[src/rtl/ctrl_pkg.sv]
// Shared encodings for the ID-stage control decoder: ALU/AGU opcodes, funct codes,
// operand selects, class keys and the issue FSM states.
package ctrl_pkg;

    localparam logic [3:0] ALU_SHIFT_RIGHT      = 4'b0000;
    localparam logic [3:0] ALU_SHIFT_LEFT       = 4'b0001;
    localparam logic [3:0] ALU_SHIFT_RIGHT_ARIT = 4'b0010;
    localparam logic [3:0] ALU_PASS             = 4'b0011;
    localparam logic [3:0] ALU_ADD              = 4'b0100;
    localparam logic [3:0] ALU_SUB              = 4'b0101;
    localparam logic [3:0] ALU_AND              = 4'b0110;
    localparam logic [3:0] ALU_OR               = 4'b0111;
    localparam logic [3:0] ALU_XOR              = 4'b1000;
    localparam logic [3:0] ALU_NOR              = 4'b1001;
    localparam logic [3:0] ALU_SLT              = 4'b1010;
    localparam logic [3:0] ALU_CMP              = 4'b1011;
    localparam logic [3:0] ALU_SIGNED_ADD       = 4'b1100;

    localparam logic [5:0] FN_SLL  = 6'b000000;
    localparam logic [5:0] FN_SRL  = 6'b000010;
    localparam logic [5:0] FN_SRA  = 6'b000011;
    localparam logic [5:0] FN_SLLV = 6'b000100;
    localparam logic [5:0] FN_SRLV = 6'b000110;
    localparam logic [5:0] FN_SRAV = 6'b000111;
    localparam logic [5:0] FN_ADD  = 6'b100000;
    localparam logic [5:0] FN_ADDU = 6'b100001;
    localparam logic [5:0] FN_SUB  = 6'b100010;
    localparam logic [5:0] FN_SUBU = 6'b100011;
    localparam logic [5:0] FN_AND  = 6'b100100;
    localparam logic [5:0] FN_OR   = 6'b100101;
    localparam logic [5:0] FN_XOR  = 6'b100110;
    localparam logic [5:0] FN_NOR  = 6'b100111;
    localparam logic [5:0] FN_SLT  = 6'b101010;

    localparam logic [5:0] FI_ADDI  = 6'b001000;
    localparam logic [5:0] FI_ADDIU = 6'b001001;
    localparam logic [5:0] FI_SLTI  = 6'b001010;
    localparam logic [5:0] FI_ANDI  = 6'b001100;
    localparam logic [5:0] FI_ORI   = 6'b001101;
    localparam logic [5:0] FI_XORI  = 6'b001110;
    localparam logic [5:0] FI_LUI   = 6'b001111;

    localparam logic [1:0] EXT_ZERO  = 2'b00;
    localparam logic [1:0] EXT_SIGN  = 2'b01;
    localparam logic [1:0] EXT_UPPER = 2'b10;

    localparam logic [1:0] SRC_A_NONE  = 2'b00;
    localparam logic [1:0] SRC_A_RS    = 2'b01;
    localparam logic [1:0] SRC_A_SHAMT = 2'b10;
    localparam logic [1:0] SRC_A_LINK  = 2'b11;

    localparam logic [1:0] DST_RT = 2'b00;
    localparam logic [1:0] DST_RD = 2'b01;
    localparam logic [1:0] DST_RA = 2'b10;

    localparam logic [2:0] AGU_NONE     = 3'b000;
    localparam logic [2:0] AGU_BASE_OFF = 3'b001;
    localparam logic [2:0] AGU_PC_REL   = 3'b010;
    localparam logic [2:0] AGU_JUMP     = 3'b011;
    localparam logic [2:0] AGU_REG      = 3'b100;

    // Key = {pc_modify, link_ret, addr_type[1:0], inmediate, mem_op}
    localparam logic [5:0] K_RTYPE  = 6'b0???0?;
    localparam logic [5:0] K_JR     = 6'b100000;
    localparam logic [5:0] K_JALR   = 6'b110000;
    localparam logic [5:0] K_LDST   = 6'b000011;
    localparam logic [5:0] K_ITYPE  = 6'b000010;
    localparam logic [5:0] K_BRANCH = 6'b101010;
    localparam logic [5:0] K_JUMP   = 6'b1?0100;

    typedef enum logic [1:0] {
        ST_RUN    = 2'd0,
        ST_DRAIN  = 2'd1,
        ST_HALTED = 2'd2
    } state_t;

    typedef struct packed {
        logic [1:0] src_a;
        logic [1:0] dst;
        logic [1:0] ext;
        logic       src_b;
        logic       agu_src;
        logic       jump;
        logic       branch;
        logic       reg_wr_en;
        logic       mem_wr_en;
        logic       wb_src;
        logic       jmp_trg_reg;
        logic [3:0] alu_op;
        logic [2:0] agu_op;
    } ctrl_word_t;

    // Returns {mapped, alu_opcode}
    function automatic logic [4:0] r_funct_alu(input logic [5:0] funct);
        logic [4:0] r;
        r = 5'b0;
        case (funct)
            FN_SLL, FN_SLLV: r = {1'b1, ALU_SHIFT_LEFT};
            FN_SRL, FN_SRLV: r = {1'b1, ALU_SHIFT_RIGHT};
            FN_SRA, FN_SRAV: r = {1'b1, ALU_SHIFT_RIGHT_ARIT};
            FN_ADD:          r = {1'b1, ALU_SIGNED_ADD};
            FN_ADDU:         r = {1'b1, ALU_ADD};
            FN_SUB, FN_SUBU: r = {1'b1, ALU_SUB};
            FN_AND:          r = {1'b1, ALU_AND};
            FN_OR:           r = {1'b1, ALU_OR};
            FN_XOR:          r = {1'b1, ALU_XOR};
            FN_NOR:          r = {1'b1, ALU_NOR};
            FN_SLT:          r = {1'b1, ALU_SLT};
            default:         r = 5'b0;
        endcase
        return r;
    endfunction

    function automatic logic [4:0] i_funct_alu(input logic [5:0] funct);
        logic [4:0] r;
        r = 5'b0;
        case (funct)
            FI_ADDI:  r = {1'b1, ALU_SIGNED_ADD};
            FI_ADDIU: r = {1'b1, ALU_ADD};
            FI_SLTI:  r = {1'b1, ALU_SLT};
            FI_ANDI:  r = {1'b1, ALU_AND};
            FI_ORI:   r = {1'b1, ALU_OR};
            FI_XORI:  r = {1'b1, ALU_XOR};
            FI_LUI:   r = {1'b1, ALU_PASS};
            default:  r = 5'b0;
        endcase
        return r;
    endfunction

endpackage

[src/rtl/ctrl_pipeline_unit_decode.sv]
// Combinational class/funct decode into a control word; an illegal encoding
// yields an all-zero word with the illegal bit set.
module ctrl_decode
    import ctrl_pkg::*;
(
    input  logic [5:0] key,
    input  logic [5:0] funct,
    input  logic       mem_type,
    output ctrl_word_t word,
    output logic       illegal
);

    logic [4:0] alu_lookup;

    always_comb begin
        word       = '0;
        illegal    = 1'b0;
        alu_lookup = '0;
        casez (key)
            K_RTYPE: begin
                alu_lookup     = r_funct_alu(funct);
                illegal        = ~alu_lookup[4];
                word.alu_op    = alu_lookup[3:0];
                word.src_a     = (funct == FN_SLL || funct == FN_SRL || funct == FN_SRA)
                                 ? SRC_A_SHAMT : SRC_A_RS;
                word.dst       = DST_RD;
                word.reg_wr_en = 1'b1;
                word.wb_src    = 1'b1;
            end
            K_ITYPE: begin
                alu_lookup     = i_funct_alu(funct);
                illegal        = ~alu_lookup[4];
                word.alu_op    = alu_lookup[3:0];
                word.src_a     = SRC_A_RS;
                word.src_b     = 1'b1;
                word.dst       = DST_RT;
                word.reg_wr_en = 1'b1;
                word.wb_src    = 1'b1;
                if (funct == FI_ANDI || funct == FI_ORI || funct == FI_XORI)
                    word.ext = EXT_ZERO;
                else if (funct == FI_LUI)
                    word.ext = EXT_UPPER;
                else
                    word.ext = EXT_SIGN;
            end
            K_LDST: begin
                word.src_a  = SRC_A_RS;
                word.ext    = EXT_SIGN;
                word.agu_op = AGU_BASE_OFF;
                if (mem_type) begin
                    word.mem_wr_en = 1'b1;
                end else begin
                    word.reg_wr_en = 1'b1;
                    word.dst       = DST_RT;
                end
            end
            K_JR: begin
                word.jump        = 1'b1;
                word.jmp_trg_reg = 1'b1;
                word.agu_op      = AGU_REG;
            end
            K_JALR: begin
                word.jump        = 1'b1;
                word.jmp_trg_reg = 1'b1;
                word.agu_op      = AGU_REG;
                word.reg_wr_en   = 1'b1;
                word.dst         = DST_RD;
                word.wb_src      = 1'b1;
                word.src_a       = SRC_A_LINK;
                word.alu_op      = ALU_PASS;
            end
            K_BRANCH: begin
                word.branch  = 1'b1;
                word.alu_op  = ALU_CMP;
                word.src_a   = SRC_A_RS;
                word.ext     = EXT_SIGN;
                word.agu_src = 1'b1;
                word.agu_op  = AGU_PC_REL;
            end
            K_JUMP: begin
                word.jump    = 1'b1;
                word.agu_src = 1'b1;
                word.agu_op  = AGU_JUMP;
                // link_ret distinguishes JAL from J
                if (key[4]) begin
                    word.reg_wr_en = 1'b1;
                    word.dst       = DST_RA;
                    word.wb_src    = 1'b1;
                    word.src_a     = SRC_A_LINK;
                    word.alu_op    = ALU_PASS;
                end
            end
            default: illegal = 1'b1;
        endcase
        if (illegal)
            word = '0;
    end

endmodule

[src/rtl/ctrl_pipeline_unit.sv]
// ID-stage control: registers the decoded control word into ID/EX, inserts bubbles,
// and drains the pipeline after HALT.
//   state     | meaning
//   ST_RUN    | normal issue, priority flush > hazard > !valid > halt > decode
//   ST_DRAIN  | HALT accepted, bubbles while older instructions retire
//   ST_HALTED | pipeline empty, held until reset
module ctrl_pipeline_unit
    import ctrl_pkg::*;
#(
    parameter int ALU_OP_W     = 4,
    parameter int AGU_OP_W     = 3,
    parameter int DRAIN_CYCLES = 4
) (
    input  logic                i_clk,
    input  logic                i_reset,
    input  logic                i_valid,
    input  logic [5:0]          i_funct,
    input  logic                i_flg_pc_modify,
    input  logic                i_flg_link_ret,
    input  logic                i_flg_inmediate,
    input  logic                i_flg_mem_op,
    input  logic                i_flg_mem_type,
    input  logic                i_flg_halt,
    input  logic [1:0]          i_flg_addr_type,
    input  logic                i_hazard_detected,
    input  logic                i_flush,
    output logic                o_valid,
    output logic [1:0]          o_flg_ALU_src_a,
    output logic [1:0]          o_flg_ALU_dst,
    output logic [1:0]          o_extend_sign,
    output logic                o_flg_ALU_src_b,
    output logic                o_flg_AGU_src_addr,
    output logic                o_flg_jump,
    output logic                o_flg_branch,
    output logic                o_flg_reg_wr_en,
    output logic                o_flg_mem_wr_en,
    output logic                o_flg_wb_src,
    output logic                o_flg_jmp_trg_reg,
    output logic [ALU_OP_W-1:0] o_ALU_opcode,
    output logic [AGU_OP_W-1:0] o_flg_AGU_opcode,
    output logic                o_stall_fetch,
    output logic                o_halted,
    output logic                o_illegal
);

    localparam int CNT_W = (DRAIN_CYCLES > 1) ? $clog2(DRAIN_CYCLES) : 1;

    ctrl_word_t       dec_word;
    logic             dec_illegal;
    ctrl_word_t       word_q;
    logic             valid_q;
    logic             halted_q;
    logic             illegal_q;
    state_t           state;
    logic [CNT_W-1:0] drain_cnt;

    ctrl_decode u_decode (
        .key      ({i_flg_pc_modify, i_flg_link_ret, i_flg_addr_type, i_flg_inmediate, i_flg_mem_op}),
        .funct    (i_funct),
        .mem_type (i_flg_mem_type),
        .word     (dec_word),
        .illegal  (dec_illegal)
    );

    always_ff @(posedge i_clk) begin
        if (i_reset) begin
            state     <= ST_RUN;
            drain_cnt <= '0;
            word_q    <= '0;
            valid_q   <= 1'b0;
            halted_q  <= 1'b0;
            illegal_q <= 1'b0;
        end else begin
            word_q  <= '0;
            valid_q <= 1'b0;
            case (state)
                ST_RUN: begin
                    if (!i_flush && !i_hazard_detected && i_valid) begin
                        if (i_flg_halt) begin
                            state     <= ST_DRAIN;
                            drain_cnt <= CNT_W'(DRAIN_CYCLES - 1);
                        end else if (dec_illegal) begin
                            illegal_q <= 1'b1;
                        end else begin
                            word_q  <= dec_word;
                            valid_q <= 1'b1;
                        end
                    end
                end
                ST_DRAIN: begin
                    if (drain_cnt == '0) begin
                        state    <= ST_HALTED;
                        halted_q <= 1'b1;
                    end else begin
                        drain_cnt <= drain_cnt - 1'b1;
                    end
                end
                ST_HALTED: ;
                default: state <= ST_RUN;
            endcase
        end
    end

    assign o_stall_fetch      = (state != ST_RUN) || i_hazard_detected;
    assign o_valid            = valid_q;
    assign o_halted           = halted_q;
    assign o_illegal          = illegal_q;
    assign o_flg_ALU_src_a    = word_q.src_a;
    assign o_flg_ALU_dst      = word_q.dst;
    assign o_extend_sign      = word_q.ext;
    assign o_flg_ALU_src_b    = word_q.src_b;
    assign o_flg_AGU_src_addr = word_q.agu_src;
    assign o_flg_jump         = word_q.jump;
    assign o_flg_branch       = word_q.branch;
    assign o_flg_reg_wr_en    = word_q.reg_wr_en;
    assign o_flg_mem_wr_en    = word_q.mem_wr_en;
    assign o_flg_wb_src       = word_q.wb_src;
    assign o_flg_jmp_trg_reg  = word_q.jmp_trg_reg;
    assign o_ALU_opcode       = ALU_OP_W'(word_q.alu_op);
    assign o_flg_AGU_opcode   = AGU_OP_W'(word_q.agu_op);

endmodule

[config.mk]
export PLATFORM = sky130hd
export DESIGN_NAME = ctrl_pipeline_unit
export DESIGN_NICKNAME = d
export VERILOG_FILES = /design/src/rtl/ctrl_pkg.sv /design/src/rtl/ctrl_pipeline_unit_decode.sv /design/src/rtl/ctrl_pipeline_unit.sv
export SDC_FILE = /design/constraint.sdc
export NUM_CORES = 1
export LEC_CHECK = 0
export CORE_MARGIN = 5
export CORE_UTILIZATION = 30
export CTS_CLUSTER_DIAMETER = 200
export CTS_CLUSTER_SIZE = 40
export DETAILED_ROUTE_END_ITERATION = 10
export PLACE_DENSITY = 0.62
export SLEW_MARGIN = 10
export SYNTH_ARGS = -nofsm -noshare
export SYNTH_HDL_FRONTEND = slang
export SYNTH_HIERARCHICAL = 1
export SYNTH_SLANG_ARGS = --single-unit
[constraint.sdc]
create_clock -name i_clk -period 6.1 [get_ports i_clk]
set_input_delay 1.525 -clock i_clk [delete_from_list [all_inputs] [get_ports i_clk]]
set_output_delay 1.525 -clock i_clk [all_outputs]
set_load 0.03 [all_outputs]
## Yosys cells after proc, flatten, opt, wreduce, memory -nomap -nowiden

Memories as Yosys holds them, arrays and structs flattened.
Cells that the tools add are included.

| word-level totals | value |
|---|---|
| word-level logic and storage cells | 111 |
| input port bits | 19 |
| output and inout bits | 25 |
| memories | 1 |
| bits in registers | 28 |
| bits in read-only memories | 320 |

Memory list:

| name | words | width | read ports | clocked after Yosys merged registers in | wr ports | line | text |
|---|---|---|---|---|---|---|---|
| (name not given) | 64 | 5 | 1 | 0 | 0 | ctrl_pkg.sv:97 | `case (funct)` |

| operators by class | value |
|---|---|
| multiplexer cells | 33 |
| equality and inequality tests | 21 |
| bitwise operators | 7 |
| add/subtract/negate cells | 1 |
| reduce and logical (&&, ||, !) cells | 30 |

Operators by type and width:

| operator | number |
|---|---|
| == test 6 x 4 -> 1 bit, second input constant | 7 |
| case mux 5 bit (7 select lines) | 1 |
| == test 6 x 2 -> 1 bit, second input constant | 4 |
| two-way mux 2 bit | 10 |
| case mux 4 bit (5 select lines) | 1 |
| == test 6 bit, second input constant | 3 |
| case mux 2 bit (2 select lines) | 3 |
| case mux 3 bit (4 select lines) | 1 |
| AND reduction 4 bit | 3 |
| two-way mux 5 bit | 2 |
| OR reduction 5 bit | 2 |
| two-way mux 1 bit | 9 |
| OR reduction 3 bit | 3 |
| != test 2 bit, second input constant | 4 |
| case mux 2 bit (4 select lines) | 1 |
| OR reduction 2 bit | 4 |
| NOT 1 bit | 7 |
| logical NOT 2 bit | 3 |
| logical NOT 6 bit | 1 |
| case mux 1 bit (3 select lines) | 2 |
| case mux 2 bit (3 select lines) | 1 |
| OR reduction 6 bit | 1 |
| == test 5 bit, second input constant | 1 |
| logical OR 1 bit | 5 |
| 10 further kinds | 13 |

## Depth between registers and ports, before layout

Gate-level depths: netlist of run 1.

| logic depth | value |
|---|---|
| depth after elaboration | 6 |
| depth in mapped cells | 9 |
| mapped depth without buffers | 7 |

## Modules after synthesis

The synthesis of run 1 kept the hierarchy.

By module, submodules not included:

| module | seq. area each (µm²) | area each (µm²) | times used | cells each |
|---|---|---|---|---|
| ctrl_pipeline_unit | 560.5 | 887.1 | 1 | 74 |
| ctrl_decode | 0.0 | 573.0 | 1 | 90 |

## Worst setup path before layout of run 1

No wires, ideal clock.

| timing | value |
|---|---|
| path type | input to register |
| start | in i_funct[2] |
| end | reg word_q (netlist bit o_extend_sign[0]) |
| stages | 9 |
| path slack | 2671 ps |
| setup time | 58 ps |
| data required time | 6042 ps |
| arrival time | 3371 ps |
| buffers on the path | 2 |
| path through | buf_2 or3b_4 a2111oi_4 nor3_2 or2_1 nor3_1 and3_4 buf_6 and2_2 |

| between the ends | value |
|---|---|
| cells in the longest elaborated chain, start to end | 6 |
| elaborated cells on any way between the ends | 20 |
| those cells by class | eq/ne: 7; mux: 7; bitwise: 2; reduce/logical: 3; memory: 1 |

RTL lines:

| element | line | text |
|---|---|---|
| start, declared | ctrl_pipeline_unit.sv:17 | `input logic [5:0] i_funct,` |
| branches (longest 4 deep; another with memory (64 x 5 bit)) | -- |  |
| case mux 1 bit (3 select lines) (*) | ctrl_pipeline_unit_decode.sv:19 | `casez (key)` |
| via dec_illegal | ctrl_pipeline_unit.sv:49 | `logic dec_illegal;` |
| OR reduction 5 bit (no line) (*) | -- |  |
| end signal, assigned | ctrl_pipeline_unit.sv:85 | `word_q <= dec_word;` |
| end, declared | ctrl_pipeline_unit.sv:50 | `ctrl_word_t word_q;` |

Mark *: on every way through the listed nets, which the timed path passes. The select of a mux whose other input is x is not followed.
A chain may end at the register's enable or synchronous reset.

## Worst setup path after layout of run 1

| timing | value |
|---|---|
| start | in i_hazard_detected |
| end | out o_stall_fetch |

| between the ends | value |
|---|---|
| cells in the longest elaborated chain, start to end | 1 |

RTL lines:

| element | line | text |
|---|---|---|
| start, declared | ctrl_pipeline_unit.sv:25 | `input logic i_hazard_detected,` |
| logical OR 1 bit | ctrl_pipeline_unit.sv:104 | `assign o_stall_fetch = (state != ST_RUN) \|\| i_hazard_detected;` |
| end, declared | ctrl_pipeline_unit.sv:41 | `output logic o_stall_fetch,` |

Every way passes these cells.

==> summary.md, run 1 <==
| Metric | Value |
|---|---|
| Post-CTS setup buffers | `0` |
| Worst r2r path cells | `5` |
| Most common cell on crit path | `clkdlybuf4s50_1` |
| GRT Overall Usage | `under 10%` |
| Design area | `1960 um2` |
| Max Cap Violations | `0` |
| Die area | `around 6400 um2` |
| Max stage delay on crit path | `roughly 0.6 ns` |
| Antenna viol nets, final | `0` |
| Num Clock Sinks | `28` |
| Routed wl met2 | `between 1 and 1.5 mm` |
| Critical path cell sequence | `clkdlybuf4s50_1 -> nor3_4 -> inv_1 -> clkdlybuf4s50_1` |
| Top layer reached by signal wires | `met4` |
| First-iteration detailed-routing DRC count | `38` |
| Post-Route WL | `between 2 and 3 mm` |
| Mean Syn Cell Area | `~8.9 um2` |
| Reg power frac | `between 50% and 60%` |
| Die H | `roughly 80 um` |
| Hold Startpoint | `o_halted` |
| Logic pwr share | `14.5%` |
| RR Startpoint | `drain_cnt[0]` |
| CP max FO | `5` |
| Area grow syn2layout | `34.5%` |
| Leak pwr | `0.713 nW` |
| CTS resizes | `0` |
| Hold Crit Endpoint | `o_halted` |
| Crit. End Element | `output pin` |
| H-tree depth | `1` |
| Core box area | `about 4700 um2` |
| YS warnings | `6` |
| Layout cells sized above 1 | `~13%` |
| First-pass GRT wire length | `just over 5 mm` |
| Final setup fails | `0` |
| Commonest non-fill, non-tap cell in the layout | `clkdlybuf4s50_1` |
| Initial core utilization | `just over 30%` |
| Net count after synthesis | `between 150 and 200` |
| Met3 routed WL | `195 um` |
| Reg2reg end | `drain_cnt[1]` |
| RSZ-0062 raised after global routing | `false` |
| Hold path depth | `2` |
| Port Buffers | `43` |
| Pint | `265 uW` |
| Sw frac | `around 23%` |
| GP Congestion | `0.775` |
| Synthesized instance count | `about 160` |
| CTS root buf | `clkbuf_8` |
| Kind of critical path | `input port to output pin` |
| Final hold vios | `0` |
| Relative slew margins | `67.9%` |
| Commonest cells after routing, fill and taps aside | `43 x clkdlybuf4s50_1, 28 x dfxtp_1, 15 x nor2_1, 14 x and2_1, 12 x inv_1` |
| Die width | `79.8 um` |
| Setup TNS | `0 ns` |
| TritonCTS clock tree | `yes` |
| Seq/Total Area, Yosys | `between 30% and 40%` |
| Detail Placement HPWL | `~2.4 mm` |
| Layout Nets | `between 200 and 250` |
| Hold_buf cts | `0` |
| Vias per inst | `4.49` |
| HP Class | `flop to flop` |
| Wirelength per Cell | `approximately 11 um` |
| Post-route clock period utilization | `71.1%` |
| Slew @ Worst Pin | `~0.48 ns` |
| Routed vias | `1207` |
| Pre-CTS WS | `between 1.5 and 2 ns` |
| Crit path launch type | `input port` |
| I/O pins | `between 40 and 50` |
| P_sw | `slightly below 80 uW` |
| Clock latency on the worst-skew pair | `about 0.27 ns` |
| Number of synthesized flops with an enable pin | `0` |
| Peak supply drop | `between 0.08 and 0.09 mV` |
| Worst Setup SP | `i_hazard_detected` |
| Critical Path AT | `2.81 ns` |
| Grt ovf | `0` |
| Clock Pin Slew Worst Setup and Hold Paths | `0.09 ns` |
| Placed cell area | `approximately 1900 um2` |
| Cell Rows | `25` |
| Post-layout min period | `~4.3 ns` |
| Ant diodes | `0` |
| Worst-case clock buffer depth | `2` |
| Wl on met1 | `1.41 mm` |
| Final WS setup | `between 1.5 and 2 ns` |
| Required time worst endpoint | `roughly 4.6 ns` |
| Max-slew violations | `0` |
| Largest register FFs | `4` |
| Drt first pass iters | `4` |
| Netlist cell types | `54` |
| Status | `completed` |
| FFs w/ async S/R, synth | `0%` |
| Vias in the first global route | `1167` |
| #FFs+latches synth | `28` |
| Clk network pwr share | `31.8%` |
| # DRC | `0` |
| R2R Setup Slk | `~4.8 ns` |
| Mapped Area | `between 1000 and 1500 um2` |
| Clock skew | `~0.0046 ns` |
| CTS Buf Count | `3` |
| Crit-path slowest cell | `clkdlybuf4s50_1` |
| F_max | `approximately 230 MHz` |
| Largest net degree at the start of global routing | `23` |
| Most common flop cell mapped by yosys | `dfxtp_1` |
| Power per cell area | `between 150 and 200 nW/um2` |
| Initial antenna violation count | `0` |
## per-stage QoR
stage / hold slack [ns] / util, % / power, mW / instances
floorplan: 0.447 / - / 0.219 / 164
global placement: 0.436 / 40.4 / 0.239 / 265
detailed placement: 0.453 / 40.4 / 0.239 / 265
CTS: 0.467 / 41.6 / 0.349 / 269
global route: 0.518 / 41.6 / 0.360 / 269
finish: 0.463 / 41.6 / 0.344 / 269
## worst max-delay path by stage
stage | depth (start not counted) | slack [ns] | to
2_1_floorplan | 9 | 2.67 | o_extend_sign[0]
3_3_place_gp | 4 | 1.77 | o_stall_fetch
3_5_place_dp | 4 | 1.76 | o_stall_fetch
4_1_cts | 4 | 1.75 | o_stall_fetch
5_1_grt | 4 | 1.67 | o_stall_fetch
6_report | 4 | 1.76 | o_stall_fetch
## critical path: cells and delay by family
| family | cells | cell delay [ns] |
|---|---|---|
| buf+inv | 3 | 1.09 |
| simple gates | 1 | 0.20 |
## power groups by stage
stage,registers [mW],clock network [mW],logic [mW]
after global placement,0.189,0,0.0499
after CTS,0.185,0.114,0.0503
after global routing,0.185,0.118,0.0561
after floorplan,0.190,0,0.0290
final,0.185,0.110,0.0500
after detailed placement,0.189,0,0.0502
## area by class of cell
cell class,count,area (um2)
inverter,12,45.0
timing repair buffer,43,430
clock buffer,4,55.1
tap,67,83.8
fill,483,2760
sequential,28,561
multi-input combinational,115,790
## cell families (layout without fill, tap and decap cells)
group	Yosys count	in the layout	share of synthesized area (%)
and+or+nand+nor	80	80	34.9
adders and majority gates	1	1	0.857
AOI/OAI and AO/OA	33	33	17.7
DFF	28	28	38.4
buffers and inverters	21	59	7.54
xor gates and xnor gates	1	1	0.600
## metal layers
layer | global-route usage [%] | vias up
met5 | 0 | -
met4 | 4.56 | 0
met3 | 0.903 | 2
met2 | 15.7 | 31
met1 | 12.9 | 534
li1 | - | 640
## Yosys cell counts (3+ instances only)
cell type / count / area [um2]
nor2b_1: 3 / 18.8
buf_6: 3 / 33.8
a21oi_1: 8 / 40.0
nor3_1: 5 / 25.0
nor2_1: 15 / 56.3
and2_1: 14 / 87.6
dfxtp_1: 28 / 561
clkbuf_1: 3 / 11.3
and2_2: 11 / 82.6
nand2_1: 8 / 30.0
o21ai_0: 3 / 15.0
inv_1: 12 / 45.0
No activity file was read; power rests on OpenSTA's default activity.
==> inputs of run 2 (changes only) <==
Settings changed: PLACE_DENSITY 0.62 to 0.64.
Clock period 6.1 ns to 3.71 ns, I/O delays scaled along.
==> run 2 against run 1 <==
- first-iteration DRC count is 45% higher
- via count grew 5.1%
- register-to-register slack worse by 2.4 ns
- sequential power increased by 64%
- worst setup slack worse by 1.2 ns
- total power up 81%
==> summary.md, run 2 (same netlist as run 1, synthesis figures left out) <==
| Metric | Value |
|---|---|
| TritonCTS clock tree | `yes` |
| Detail Placement HPWL | `2.52 mm` |
| Leak pwr | `approximately 0.75 nW` |
| Final setup fails | `0` |
| Critical path cell sequence | `clkdlybuf4s50_1 -> nor3_4 -> inv_1 -> clkdlybuf4s50_1` |
| Power per cell area | `around 310 nW/um2` |
| F_max | `about 320 MHz` |
| Drt first pass iters | `4` |
| Final non-filler cell total | `about 280` |
| Worst path bufs/invs | `3` |
| Status | `completed` |
| Core box area | `approximately 4700 um2` |
| RR Startpoint | `drain_cnt[0]` |
| CP max FO | `5` |
| Hold Crit Endpoint | `o_halted` |
| Final Util | `approximately 43%` |
| Crit path launch type | `input port` |
| Wirelength per Cell | `11.3 um` |
| Peak supply drop | `roughly 0.13 mV` |
| Slew @ Worst Pin | `approximately 0.47 ns` |
| Grt ovf | `0` |
| Worst-case clock buffer depth | `2` |
| Initial antenna violation count | `0` |
| CTS root buf | `clkbuf_8` |
| I/O pins | `44` |
| Critical Path AT | `2.24 ns` |
| # DRC | `0` |
| Die area | `approximately 6400 um2` |
| Clock skew | `~0.0019 ns` |
| Relative slew margins | `approximately two thirds` |
| Post-route clock period utilization | `between 80 and 90%` |
| Max Cap Violations | `0` |
| Setup TNS | `0 ns` |
| Vias in the first global route | `~1100` |
| Max-slew violations | `0` |
| Die H | `79.8 um` |
| Placed cells | `between 200 and 300` |
| Clock latency on the worst-skew pair | `roughly 0.26 ns` |
| Required time worst endpoint | `approximately 2.8 ns` |
| Clock Pin Slew Worst Setup and Hold Paths | `approximately 0.090 ns` |
| First-pass GRT wire length | `5.02 mm` |
| Final hold vios | `0` |
| Hold path depth | `2` |
| Largest net degree at the start of global routing | `23` |
| Area grow syn2layout | `38.7%` |
| Commonest non-fill, non-tap cell in the layout | `clkdlybuf4s50_1` |
| Vias per inst | `4.61` |
| Initial core utilization | `between 30% and 40%` |
| Cell Rows | `25` |
| CTS Buf Count | `3` |
| Die width | `between 70 and 80 um` |
| Post-layout min period | `roughly 3.2 ns` |
| Worst r2r path cells | `5` |
| Layout cells sized above 1 | `between 10% and 20%` |
| Hold Startpoint | `o_halted` |
| Most common cell on crit path | `clkdlybuf4s50_1` |
| Reg2reg end | `drain_cnt[1]` |
| Largest register FFs | `4` |
| H-tree depth | `1` |
| Routed vias | `roughly 1300` |
| Port Buffers | `43` |
| Ant diodes | `0` |
| Commonest cells after routing, fill and taps aside | `43 x clkdlybuf4s50_1, 28 x dfxtp_1, 15 x nor2_1, 14 x and2_1, 12 x inv_1` |
| R2R Setup Slk | `2.45 ns` |
| GP Congestion | `approximately 0.78` |
| Num Clock Sinks | `28` |
| Crit. End Element | `output pin` |
| Worst path top cell family by delay | `buffers and inverters` |
| Crit-path slowest cell | `clkdlybuf4s50_1` |
| Layout Nets | `229` |
| CTS resizes | `0` |
| Max stage delay on crit path | `0.59 ns` |
| Post-CTS setup buffers | `0` |
| Hold_buf cts | `0` |
| GRT Overall Usage | `~9.8%` |
| HP Class | `flop to flop` |
| First-iteration detailed-routing DRC count | `55` |
| Antenna viol nets, final | `0` |
| RSZ-0062 raised after global routing | `false` |
| Kind of critical path | `input port to output pin` |
| Post-Route WL | `~3.1 mm` |
## run 2: cell types whose count changed in the layout (fill, tap and decap cells not counted)
cell,previous run,this run
buf_4,0,6
bufinv_16,0,1
clkbuf_8,4,3
## run 2: report_power, final
group | switching, mW | internal [mW] | total (mW)
Sequential | 0.00144 | 0.302 | 0.304
Combinational | 0.0446 | 0.0435 | 0.0880
Clock | 0.0867 | 0.144 | 0.231
## run 2: worst register-to-register path, stage by stage (launching register included)
cell and delay (ns):
dfxtp_1 0.34, inv_1 0.06, ha_1 0.22, nor3b_2 0.27, a311oi_1 0.08, a211oi_1 0.22
## run 2: how the worst max path moves through the flow
stage / startpoint / to / slack (ns) / cells after the start
2_1_floorplan: i_funct[2] / o_extend_sign[0] / 0.88 / 9
4_1_cts: i_hazard_detected / o_stall_fetch / 0.53 / 4
5_1_grt: i_hazard_detected / o_stall_fetch / 0.47 / 4
6_report: i_hazard_detected / o_stall_fetch / 0.54 / 4
3_3_place_gp: i_funct[5] / o_extend_sign[0] / 0.43 / 8
3_5_place_dp: i_funct[5] / o_flg_ALU_src_a[1] / 0.42 / 8
## run 2: layer usage
layer	vias to the layer above	track usage (%)	wire, um
met4	0	3.55	22
met1	578	12.6	1440
met3	2	1.47	183
met2	35	16.5	1470
li1	653	-	-
met5	-	0	0
## run 2: metrics by stage
stage / hold slack, ns / setup WS, ns / area (um2) / power [mW]
6_report: 0.452 / 0.541 / 2030 / 0.623
5_1_grt: 0.497 / 0.468 / 2030 / 0.653
4_1_cts: 0.454 / 0.531 / 2030 / 0.629
3_5_place_dp: 0.440 / 0.420 / 1950 / 0.399
3_3_place_gp: 0.435 / 0.433 / 1950 / 0.399
2_1_floorplan: 0.447 / 0.878 / 1460 / 0.360
## run 2: layout make-up
class	instances	area, um2
clock buffer	3	41.3
clock inverter	1	30.0
sequential	28	561
timing repair buffer	49	475
inverter	12	45.0
fill	475	2700
multi-input combinational	115	790
tap	67	83.8
==> inputs of run 3 (changes only) <==
Settings changed: CTS_CLUSTER_SIZE 40 to 30.
==> results of run 3 <==
No change in the layout: final DEF, timing and power equal those of run 2.
